===== src/rtl/btn_irq_gateway.sv =====
// Push-button to PLIC interrupt gateway: synchronizes and debounces BTND, emits one
// press pulse per accepted press, and queues presses behind an IDLE/PENDING/IN_SERVICE handshake.
module btn_irq_gateway #(
    parameter int unsigned DEBOUNCE_CYCLES = 4,
    parameter int unsigned MAX_PEND        = 7
) (
    input  logic       CLK100MHZ,
    input  logic       BTNC,
    input  logic       BTND,
    input  logic       claim_i,
    input  logic       complete_i,
    output logic       irq_o,
    output logic       press_o,
    output logic [2:0] pend_o,
    output logic [3:0] press_count_o
);
    localparam logic [15:0] DCNT_LAST = 16'(DEBOUNCE_CYCLES - 1);
    localparam logic [2:0]  PEND_MAX  = 3'(MAX_PEND);

    typedef enum logic [1:0] {
        IDLE       = 2'd0,
        PENDING    = 2'd1,
        IN_SERVICE = 2'd2
    } state_t;

    state_t      state;
    state_t      state_next;
    logic        meta;
    logic        sync;
    logic        db;
    logic        db_prev;
    logic [15:0] dcnt;
    logic [2:0]  pend_next;
    logic        claim_ok;

    always_ff @(posedge CLK100MHZ or posedge BTNC) begin
        if (BTNC) begin
            meta <= 1'b0;
            sync <= 1'b0;
        end else begin
            meta <= BTND;
            sync <= meta;
        end
    end

    // dcnt counts consecutive samples disagreeing with db; db flips on the last one
    always_ff @(posedge CLK100MHZ or posedge BTNC) begin
        if (BTNC) begin
            db      <= 1'b0;
            db_prev <= 1'b0;
            dcnt    <= '0;
            press_o <= 1'b0;
        end else begin
            db_prev <= db;
            press_o <= db & ~db_prev;
            if (sync == db) begin
                dcnt <= '0;
            end else if (dcnt == DCNT_LAST) begin
                db   <= sync;
                dcnt <= '0;
            end else begin
                dcnt <= dcnt + 16'd1;
            end
        end
    end

    always_comb begin
        claim_ok  = (state == PENDING) && claim_i;
        pend_next = pend_o;
        if (press_o && claim_ok) begin
            // a press arriving at saturation is dropped, so the claim still removes one
            if (pend_o == PEND_MAX) begin
                pend_next = PEND_MAX - 3'd1;
            end
        end else if (press_o) begin
            if (pend_o != PEND_MAX) begin
                pend_next = pend_o + 3'd1;
            end
        end else if (claim_ok && (pend_o != 3'd0)) begin
            pend_next = pend_o - 3'd1;
        end

        state_next = state;
        case (state)
            IDLE: begin
                if ((pend_o != 3'd0) || press_o) begin
                    state_next = PENDING;
                end
            end
            PENDING: begin
                if (claim_i) begin
                    state_next = IN_SERVICE;
                end
            end
            IN_SERVICE: begin
                if (complete_i) begin
                    state_next = (pend_next != 3'd0) ? PENDING : IDLE;
                end
            end
            default: state_next = IDLE;
        endcase
    end

    always_ff @(posedge CLK100MHZ or posedge BTNC) begin
        if (BTNC) begin
            state         <= IDLE;
            pend_o        <= 3'd0;
            irq_o         <= 1'b0;
            press_count_o <= 4'd0;
        end else begin
            state         <= state_next;
            pend_o        <= pend_next;
            irq_o         <= (state_next == PENDING);
            press_count_o <= press_count_o + {3'd0, press_o};
        end
    end

endmodule


===== config.mk =====
export PLATFORM = sky130hd
export DESIGN_NAME = btn_irq_gateway
export DESIGN_NICKNAME = d
export VERILOG_FILES = /design/src/rtl/btn_irq_gateway.sv
export SDC_FILE = /design/constraint.sdc
export NUM_CORES = 1
export LEC_CHECK = 0
export BUFFER_PORTS_ARGS = -buffer_cell sky130_fd_sc_hd__clkbuf_2
export CORE_MARGIN = 2
export CORE_UTILIZATION = 30
export CTS_BUF_LIST = sky130_fd_sc_hd__clkbuf_8
export CTS_CLUSTER_DIAMETER = 100
export DETAILED_ROUTE_END_ITERATION = 7
export GPL_ROUTABILITY_DRIVEN = 0
export PLACE_DENSITY = 0.43
export SLEW_MARGIN = 40
export SYNTH_ARGS = -nofsm -noshare
export SYNTH_HDL_FRONTEND = slang
export SYNTH_SLANG_ARGS = --single-unit
export TNS_END_PERCENT = 100

===== constraint.sdc =====
create_clock -name CLK100MHZ -period 4.74 [get_ports CLK100MHZ]
set_input_delay 0.711 -clock CLK100MHZ [delete_from_list [all_inputs] [get_ports CLK100MHZ]]
set_output_delay 0.711 -clock CLK100MHZ [all_outputs]
set_load 0.01 [all_outputs]

==> impl_metrics.json, run 1 <==
{
  "clk_latency_ns": 0.28,
  "synth-seq-cells": 31,
  "status": "complete, no violations",
  "cp_max_fo": 5,
  "syn2layout_area_growth_pct": 17.0,
  "dp_hpwl_mm": 1.94,
  "critPathMaxStageDelay_ns": 0.44,
  "min_period_ns": 1.92,
  "fin_ws_ns": 2.82,
  "cts_hold_buf": 0,
  "worst_pin_slew_ns": 0.495,
  "drive_above_1_share_pct": 19.6,
  "cp-end-kind": "flop",
  "path_clk_slew_ns": 0.07,
  "worst_hold_path_type": "reg -> reg",
  "maxCapViolCount": 0,
  "cp_cell_sequence": "ha_1, nand2_1, ha_1, mux2_2, nand2_1, o21ai_1, o31a_1",
  "die_h_um": 74.9,
  "stdcell_count": 220,
  "r2r-end": "irq_o$_DFF_PP0_",
  "rsz0062_at_grt": "false",
  "synthArstFlopShare_pct": 100,
  "avgViaCountPerCell": 4.58,
  "drt_pre_antenna_iters": 4,
  "dp_slack_ns": 2.81,
  "rr_startpoint": "pend_o[0]$_DFF_PP0_",
  "cts.sinks": 31,
  "cts_root_buf": "clkbuf_8",
  "drtAntennaViolNets": 0,
  "setup_viol": 0,
  "core-area_um2": 4790,
  "yosys_warnings": 0,
  "critPathLaunchType": "flop",
  "synth_top_area_share_pct": 51.5,
  "drtIter0Drc": 28,
  "fp.dieW_um": 74.9,
  "fill_cells": 478,
  "crit_end": "irq_o$_DFF_PP0_",
  "synth.most_common_cell": "dfrtp_1",
  "io_pins": 14,
  "setup_tns_ns": 0,
  "dr_total_vias": 1008,
  "yosysSeqAreaShare_pct": 51.5,
  "critPathBufInv": 0,
  "synth_edf_count": 0,
  "port_buffers": 13,
  "synth_top_cell_by_area": "dfrtp_1",
  "reg2regPathDepth": 7,
  "grt_max_degree": 32,
  "fin_crit_sh_pct": 40.4,
  "wl_mm": 2.71,
  "cts_buffers": 5,
  "cts_buffer_depth": 2,
  "critPathLaunch": "pend_o[0]$_DFF_PP0_",
  "max_freq_ghz": 0.522,
  "syn_area_um2": 1510,
  "cts_resized": 0,
  "grt_pass1_vias": 1101,
  "worstSetupPathType": "reg -> reg",
  "reg2reg_slack_ns": 2.82,
  "worstPathRequired_ns": 4.90,
  "die_area_um2": 5610,
  "cts_setup_buffers": 0,
  "overflow": 0,
  "path_depth": 7,
  "crit_family": "adder cells",
  "avgSynthCellArea_um2": 11.2,
  "synth-main-ff-cell": "dfrtp_1",
  "p_leak_nw": 0.817,
  "rows": 25,
  "cts_tree": "built",
  "antenna_cells": 0,
  "clock-skew-final_ns": 0.00438,
  "peakVddDrop_mv": 0.233,
  "cpMaxStageDelayCell": "dfrtp_1",
  "antenna_found_initial": 0,
  "arrival_ns": 2.08,
  "grt_pass1_wl_mm": 5.04,
  "final_max_slew_viol_count": 0,
  "synth_cells": 135,
  "hold_viol_final": 0,
  "synthTopCellsByCount": "dfrtp_1 (31), nor2_1 (16), xor2_1 (12), nand3_1 (8)",
  "maxSlewHeadroom_pct": 66.7,
  "hold_ws_ns": 0.353,
  "powerDensity_nw_per_um2": 562,
  "layout.nets": 164,
  "start_util_pct": 31.5,
  "dp_cells": 212,
  "drc": 0,
  "htree_num_levels": 2,
  "synth_nets": 147,
  "ys_top_cells_by_area": "dfrtp_1 (51%), xor2_1 (7.0%), ha_1 (5.8%)",
  "wl_per_cell_um": 12.3,
  "synth_cell_types": 34,
  "grt_use_total_pct": 12.1
}
-- how the worst min path moves through the flow --
stage	start	endpoint	slack [ns]	cells after the start
6_report	meta$_DFF_PP0_	sync$_DFF_PP0_	0.35	0
5_1_grt	meta$_DFF_PP0_	sync$_DFF_PP0_	0.38	0
4_1_cts	meta$_DFF_PP0_	sync$_DFF_PP0_	0.36	0
3_5_place_dp	meta$_DFF_PP0_	sync$_DFF_PP0_	0.34	0
3_3_place_gp	meta$_DFF_PP0_	sync$_DFF_PP0_	0.33	0
2_1_floorplan	meta$_DFF_PP0_	sync$_DFF_PP0_	0.33	0
-- stage by stage --
step           total power, mW  instance area, um2  utilization (%)
2_1_floorplan            0.637                1510                -
3_3_place_gp             0.726                1650             34.4
3_5_place_dp             0.739                1650             34.4
4_1_cts                   1.01                1760             36.9
5_1_grt                   1.07                1760             36.9
6_report                 0.991                1760             36.9
-- worst register-to-register path: cells and delay by family, from the launching register on --
kind | cells | cell delay [ns]
muxes | 1 | 0.26
AOI/OAI and AO/OA | 2 | 0.41
adders and majority gates | 2 | 0.49
DFF | 1 | 0.44
and+or+nand+nor | 2 | 0.19
-- sequential cells by signal (all words and copies together), names as in the netlist --
name           flops
dcnt              16
press_count_o      4
pend_o             3
state              2
db                 1
db_prev            1
irq_o              1
meta               1
press_o            1
sync               1
-- layout make-up --
| type | instances | area [um2] | area share (%) |
|---|---|---|---|
| sequential | 31 | 776 | 44.0 |
| multi-input combinational | 93 | 688 | 39.0 |
| tap | 67 | 83.8 | 4.75 |
| clock buffer | 6 | 82.6 | 4.68 |
| timing repair buffer | 14 | 72.6 | 4.11 |
| clock inverter | 2 | 35.0 | 1.99 |
| inverter | 7 | 26.3 | 1.49 |
-- cell families after synthesis --
logic type,synth area share [%]
AOI/OAI and AO/OA,7.22
muxes,2.24
adders and majority gates,5.81
DFF,51.5
xor gates and xnor gates,11.0
and+or+nand+nor,19.3
buffers and inverters,2.90
-- cell usage in the layout (no fill, tap or decap), drive strengths merged, types with 3 or more instances in the layout --
master,synthesis,layout
dfrtp,31,31
clkbuf,1,19
nor2,16,16
xor2,12,12
nand3,8,8
inv,7,7
xnor2,7,7
ha,7,7
nand2,5,5
nor4,4,4
nand4,4,4
and3,4,4
mux2,3,3
o21ai,3,3
-- report_power, final --
group,switching (mW),internal [mW]
clock,0.0958,0.170
combinational,0.170,0.148
sequential,0.0757,0.332
total,0.341,0.650
-- per-layer routing --
layer | track usage [%] | wire (um) | vias to the layer above
met2 | 19.8 | 1320 | 11
met1 | 14.5 | 1260 | 491
li1 | - | - | 501
met5 | 0 | 0 | -
met4 | 5.36 | 41 | 0
met3 | 4.02 | 92 | 5
Power figures use the tool's default switching activity.
==> run 2: changes to the inputs <==
--- a/config.mk
+++ b/config.mk
@@ -5,6 +5,7 @@
 export SDC_FILE = /design/constraint.sdc
 export NUM_CORES = 1
 export LEC_CHECK = 0
+export ABC_AREA = 1
 export BUFFER_PORTS_ARGS = -buffer_cell sky130_fd_sc_hd__clkbuf_2
 export CORE_MARGIN = 2
 export CORE_UTILIZATION = 30
==> constraint.sdc (replaced) <==
create_clock -name CLK100MHZ -period 2 [get_ports CLK100MHZ]
set_input_delay 0.3 -clock CLK100MHZ [delete_from_list [all_inputs] [get_ports CLK100MHZ]]
set_output_delay 0.3 -clock CLK100MHZ [all_outputs]
set_load 0.01 [all_outputs]
==> run 2 against run 1 <==
  * The run now ends with hold timing left
  * Clock skew up 0.0011 ns
  * Combinational power up 140%
  * Fmax grew 18%
  * Global-route usage is 0.82 points lower
  * Synthesized area rose by 4.0%
  * Critical endpoint is now state[0]$_DFF_PP0_
  * Largest cell class unchanged
  * Highest routed layer unchanged
==> impl_metrics.json, run 2 <==
{
  "setup_tns_ns": 0,
  "hold_ws_ns": -0.00431,
  "grt_max_degree": 21,
  "min_period_ns": 1.62,
  "synth_cells": 183,
  "port_buffers": 13,
  "grt_pass1_wl_mm": 5.24,
  "grt_use_total_pct": 11.3,
  "cts_buffer_depth": 2,
  "drt_pre_antenna_iters": 4,
  "dp_hpwl_mm": 2.29,
  "fin_crit_sh_pct": 81.2,
  "yosys_warnings": 0,
  "antenna_cells": 0,
  "setup_viol": 0,
  "drtAntennaViolNets": 0,
  "largest_reg_flops": 16,
  "core-area_um2": 5070,
  "max_freq_ghz": 0.615,
  "cpMaxStageDelayCell": "dfrtp_1",
  "p_leak_nw": 0.911,
  "cts_setup_buffers": 0,
  "cp-end-kind": "flop",
  "crit_family": "simple AND/OR/NAND/NOR gates",
  "maxCapViolCount": 0,
  "pwr-share-comb_pct": 34.7,
  "yosysSeqAreaShare_pct": 49.5,
  "status": "finished with violations",
  "fp.dieW_um": 76.3,
  "worstSetupPathType": "reg -> reg",
  "clk_latency_ns": 0.28,
  "largestRegisters": "dcnt (16), press_count_o (4), pend_o (3)",
  "cp_max_fo": 5,
  "pwr-share-clk_pct": 23.4,
  "ys_top_cells_by_area": "dfrtp_1 (49%), nand2_1 (7.4%), inv_1 (6.5%)",
  "cts_buffers": 5,
  "powerDensity_nw_per_um2": 1220,
  "htree_num_levels": 2,
  "layout_common_cells": "nand2_1 (31), dfrtp_1 (31), inv_1 (28)",
  "layout.nets": 215,
  "io_pins": 14,
  "dr_total_vias": 1211,
  "switchingPower_uw": 841,
  "critPathBufInv": 2,
  "synthArstFlopShare_pct": 100,
  "finalPower_mw": 2.23,
  "wl_per_cell_um": 10.7,
  "critPathMaxStageDelay_ns": 0.41,
  "avgSynthCellArea_um2": 8.57,
  "failed_checks": "hold timing",
  "p_int_mw": 1.39,
  "synth_cell_types": 23,
  "placed_area_um2": 1720,
  "wl_mm": 2.93,
  "path_clk_slew_ns": 0.06,
  "drc": 0,
  "synth_edf_count": 0,
  "rsz0062_at_grt": "false",
  "critPathLaunchType": "flop",
  "worst_hold_path_type": "in -> async",
  "cts_tree": "built",
  "die_h_um": 76.3,
  "final_max_slew_viol_count": 0,
  "synth-seq-cells": 31,
  "clock-skew-final_ns": 0.00549,
  "overflow": 0,
  "synth_top_area_share_pct": 49.5,
  "swShare_pct": 37.7,
  "cp_cell_sequence": "inv_1, ha_1, inv_1, nor2_1, nor2_1, a21oi_1, a21oi_1, nand3_1, nand2_1, nand2_1",
  "cts.sinks": 31,
  "hold_viol_final": 11,
  "regMostFlops": "dcnt",
  "worst_pin_slew_ns": 0.441,
  "antenna_found_initial": 0,
  "cts_hold_buf": 0,
  "synth_top_cell_by_area": "dfrtp_1",
  "fin_area_um2": 1820,
  "final_util_pct": 35.9,
  "maxSlewHeadroom_pct": 70.6,
  "fill_cells": 548,
  "synthTopCellsByCount": "dfrtp_1 (31), nand2_1 (31), inv_1 (27), nor2_1 (27), nand3_1 (13)",
  "cts_root_buf": "clkbuf_8",
  "rows": 26,
  "drive_above_1_share_pct": 13.2,
  "peakVddDrop_mv": 0.521,
  "arrival_ns": 1.79,
  "drtIter0Drc": 24,
  "grt_pass1_vias": 1215,
  "synth_nets": 195,
  "synth-main-ff-cell": "dfrtp_1",
  "worstPathRequired_ns": 2.16,
  "syn2layout_area_growth_pct": 16.4,
  "start_util_pct": 30.9,
  "die_area_um2": 5820,
  "syn_area_um2": 1570,
  "avgViaCountPerCell": 4.42,
  "pwr-share-seq_pct": 41.8,
  "cts_resized": 0
}
==> run 2: routing by layer <==
layer / wire (um) / up-vias / track usage, % / part of all wire, %
li1: - / 619 / - / -
met1: 1240 / 569 / 12.7 / 42
met2: 1510 / 15 / 18.8 / 51
met3: 118 / 8 / 3.91 / 4.0
met4: 69 / 0 / 5.82 / 2.4
met5: 0 / - / 0 / 0
==> run 2: layout make-up <==
cell class,instances,area [um2],area share (%)
Clock buffer,7,96.3,5.28
Clock inverter,1,3.75,0.206
Inverter,28,105,5.76
Multi-Input combinational cell,123,683,37.4
Sequential cell,31,776,42.5
Tap cell,70,87.6,4.80
Timing Repair Buffer,14,72.6,3.98
==> run 2: per-stage QoR <==
step           cells  setup slack (ns)
6_report         274             0.375
5_1_grt          274             0.190
4_1_cts          274             0.351
3_5_place_dp     266             0.358
2_1_floorplan    183             0.483
3_3_place_gp     266             0.429
==> run 2: worst paths after layout <==
| kind | start | endpoint | slack, ns | depth (start not counted) |
|---|---|---|---|---|
| setup / recovery | pend_o[0]$_DFF_PP0_ | state[0]$_DFF_PP0_ | 0.38 | 10 |
| hold / removal | BTNC | irq_o$_DFF_PP0_ | -0.004 | 2 |
| setup reg to reg | pend_o[0]$_DFF_PP0_ | state[0]$_DFF_PP0_ | 0.38 | 10 |
| hold reg to reg | meta$_DFF_PP0_ | sync$_DFF_PP0_ | 0.35 | 0 |
| max in group asynchronous | BTNC | sync$_DFF_PP0_ | 1.38 | 3 |
| min in group CLK100MHZ | BTND | meta$_DFF_PP0_ | 0.13 | 1 |
==> run 2: logic make-up after synthesis <==
group,after synthesis,share of synthesized area (%)
and+or+nand+nor,95,28.6
DFF,31,49.5
buffers and inverters,29,6.94
xor gates and xnor gates,11,6.15
AOI/OAI and AO/OA,10,3.27
adders and majority gates,7,5.59
==> run 2: power groups by stage <==
stage | registers (mW) | clock network, mW | logic [mW]
detailed placement | 0.945 | 0 | 0.796
CTS | 0.933 | 0.547 | 0.799
global route | 0.952 | 0.574 | 0.909
global placement | 0.936 | 0 | 0.780
finish | 0.932 | 0.523 | 0.775
floorplan | 0.957 | 0 | 0.519
==> run 3: changes to the inputs <==
--- a/config.mk
+++ b/config.mk
@@ -5,7 +5,7 @@
 export SDC_FILE = /design/constraint.sdc
 export NUM_CORES = 1
 export LEC_CHECK = 0
-export ABC_AREA = 1
+export ABC_AREA = 0
 export BUFFER_PORTS_ARGS = -buffer_cell sky130_fd_sc_hd__clkbuf_2
 export CORE_MARGIN = 2
 export CORE_UTILIZATION = 30
==> constraint.sdc (replaced) <==
create_clock -name CLK100MHZ -period 1.7 [get_ports CLK100MHZ]
set_input_delay 0.255 -clock CLK100MHZ [delete_from_list [all_inputs] [get_ports CLK100MHZ]]
set_output_delay 0.255 -clock CLK100MHZ [all_outputs]
set_load 0.01 [all_outputs]
==> run 3 against run 2 <==
  * Final area is 0.89% higher
  * Clock power is 17% higher
  * Global-route usage is 0.70 points higher
  * Critical endpoint unchanged
  * Cell count is 17% lower
  * The run now ends clean
==> impl_metrics.json, run 3 (synthesis results as in run 1) <==
{
  "cpMaxStageDelayCell": "dfrtp_2",
  "die_area_um2": 5610,
  "layout.nets": 172,
  "crit_family": "flip-flops",
  "rsz0062_at_grt": "true",
  "worst_hold_path_type": "in -> async",
  "dr_total_vias": 1058,
  "cp-end-kind": "flop",
  "fill_cells": 483,
  "wl_mm": 2.73,
  "dp_hpwl_mm": 1.98,
  "overflow": 0,
  "drtIter0Drc": 33,
  "drtAntennaViolNets": 0,
  "dp_slack_ns": -0.00180,
  "grt_pass1_vias": 1027,
  "fp.dieW_um": 74.9,
  "clock-skew-final_ns": 0.00518,
  "grt_use_total_pct": 12.0,
  "hold_viol_final": 0,
  "rows": 25,
  "fin_crit_sh_pct": 99.9,
  "clk_latency_ns": 0.28,
  "antenna_found_initial": 0,
  "port_buffers": 13,
  "cts.sinks": 31,
  "grt_pass1_wl_mm": 4.84,
  "avgViaCountPerCell": 4.64,
  "wl_per_cell_um": 12.0,
  "cts_tree": "built",
  "fin_area_um2": 1840,
  "worstSetupPathType": "reg -> reg",
  "multiInputGateArea_um2": 721,
  "syn2layout_area_growth_pct": 22.1,
  "powerDensity_nw_per_um2": 1550,
  "min_period_ns": 1.70,
  "maxSlewHeadroom_pct": 66.2,
  "final_common_cell": "dfrtp_1",
  "critPathBufInv": 0,
  "cts_root_buf": "clkbuf_8",
  "drive_above_1_share_pct": 28.0,
  "max_freq_ghz": 0.589,
  "cp_max_fo": 3,
  "regMostFlops": "dcnt",
  "worstPathRequired_ns": 1.87,
  "critPathLaunchType": "flop",
  "path_clk_slew_ns": 0.06,
  "cts_buffer_depth": 2,
  "critPathMaxStageDelay_ns": 0.43,
  "drt_pre_antenna_iters": 4,
  "htree_num_levels": 2,
  "layout_common_cells": "dfrtp_1 (30), nor2_1 (16), clkbuf_2 (13)",
  "seq_area_um2": 777,
  "arrival_ns": 1.86,
  "cp_cell_sequence": "ha_2, nand2_4, ha_4, mux2_4, nand2_2, o21ai_2, o31a_1",
  "fin_ws_ns": 0.00137,
  "drc": 0,
  "largest_reg_flops": 16,
  "setup_viol": 0,
  "worst_pin_slew_ns": 0.502,
  "cts_hold_buf": 0,
  "final_max_slew_viol_count": 0,
  "start_util_pct": 31.5,
  "die_h_um": 74.9,
  "placed_area_um2": 1720,
  "grt_max_degree": 32,
  "maxCapViolCount": 0,
  "largestRegisters": "dcnt (16), press_count_o (4), pend_o (3)",
  "io_pins": 14,
  "core-area_um2": 4790,
  "antenna_cells": 0,
  "cts_buffers": 5,
  "status": "complete, no violations",
  "peakVddDrop_mv": 0.749,
  "p_leak_nw": 0.858
}
==> run 3: cell types whose count changed in the layout (fill, tap and decap cells not counted), moves of 5 or more <==
cell,previous run,this run
a21oi_1,7,0
inv_1,28,6
nand3_1,13,8
xnor2_1,2,7
nand2_1,31,3
nor2_1,27,16
buf_4,1,9
nor3_1,7,0
==> run 3: report_power, final <==
part,total [mW],internal [mW],switching (mW)
registers,1.10,0.929,0.175
clock network,0.614,0.363,0.251
logic,1.14,0.561,0.576
total,2.85,1.85,1.00
==> run 3: through the flow <==
step	cells	TNS (ns)	hold WS [ns]	util (%)	power, mW
2_1_floorplan	135	-0.0234	0.286	-	1.83
3_3_place_gp	220	0	0.337	36.0	2.22
3_5_place_dp	220	-0.00300	0.338	36.0	2.23
4_1_cts	228	0	0.0357	38.1	2.87
5_1_grt	228	-0.123	0.0498	38.5	3.12
6_report	228	0	0.0288	38.5	2.85
==> run 3: timing repair <==
action	in CTS	in global routing
setup endpoints to repair	2	2
hold endpoints to repair	0	0
setup buffers	0	0
gates cloned	0	0
pin swaps	1	4
resized for setup	0	4
==> run 3: final cells by class <==
cell class / count / area share (%)
clock buffer: 7 / 5.23
clock inverter: 1 / 0.204
timing repair buffer: 22 / 7.21
sequential: 31 / 42.2
inverter: 7 / 1.43
multi-input combinational: 93 / 39.2
tap: 67 / 4.55
==> run 3: path summary, 6_finish.rpt <==
| kind | start | endpoint | slack, ns | depth (start not counted) |
|---|---|---|---|---|
| min in group CLK100MHZ | BTND | meta$_DFF_PP0_ | 0.08 | 1 |
| hold reg to reg | meta$_DFF_PP0_ | sync$_DFF_PP0_ | 0.35 | 0 |
| setup / recovery | pend_o[0]$_DFF_PP0_ | state[0]$_DFF_PP0_ | 0.001 | 7 |
| max in group asynchronous | BTNC | pend_o[0]$_DFF_PP0_ | 1.37 | 3 |
| hold / removal | BTNC | dcnt[7]$_DFF_PP0_ | 0.03 | 3 |
| setup reg to reg | pend_o[0]$_DFF_PP0_ | state[0]$_DFF_PP0_ | 0.001 | 7 |
==> run 3: layer usage <==
layer  share of wire [%]  GRT usage [%]
met5                   0              0
met4                 1.9           5.36
met3                 3.9           5.22
met2                  46           17.3
met1                  48           15.5
==> run 3: worst min-delay path: cells and delay by family <==
family	cells	cell delay [ns]
buffers and inverters	3	0.47
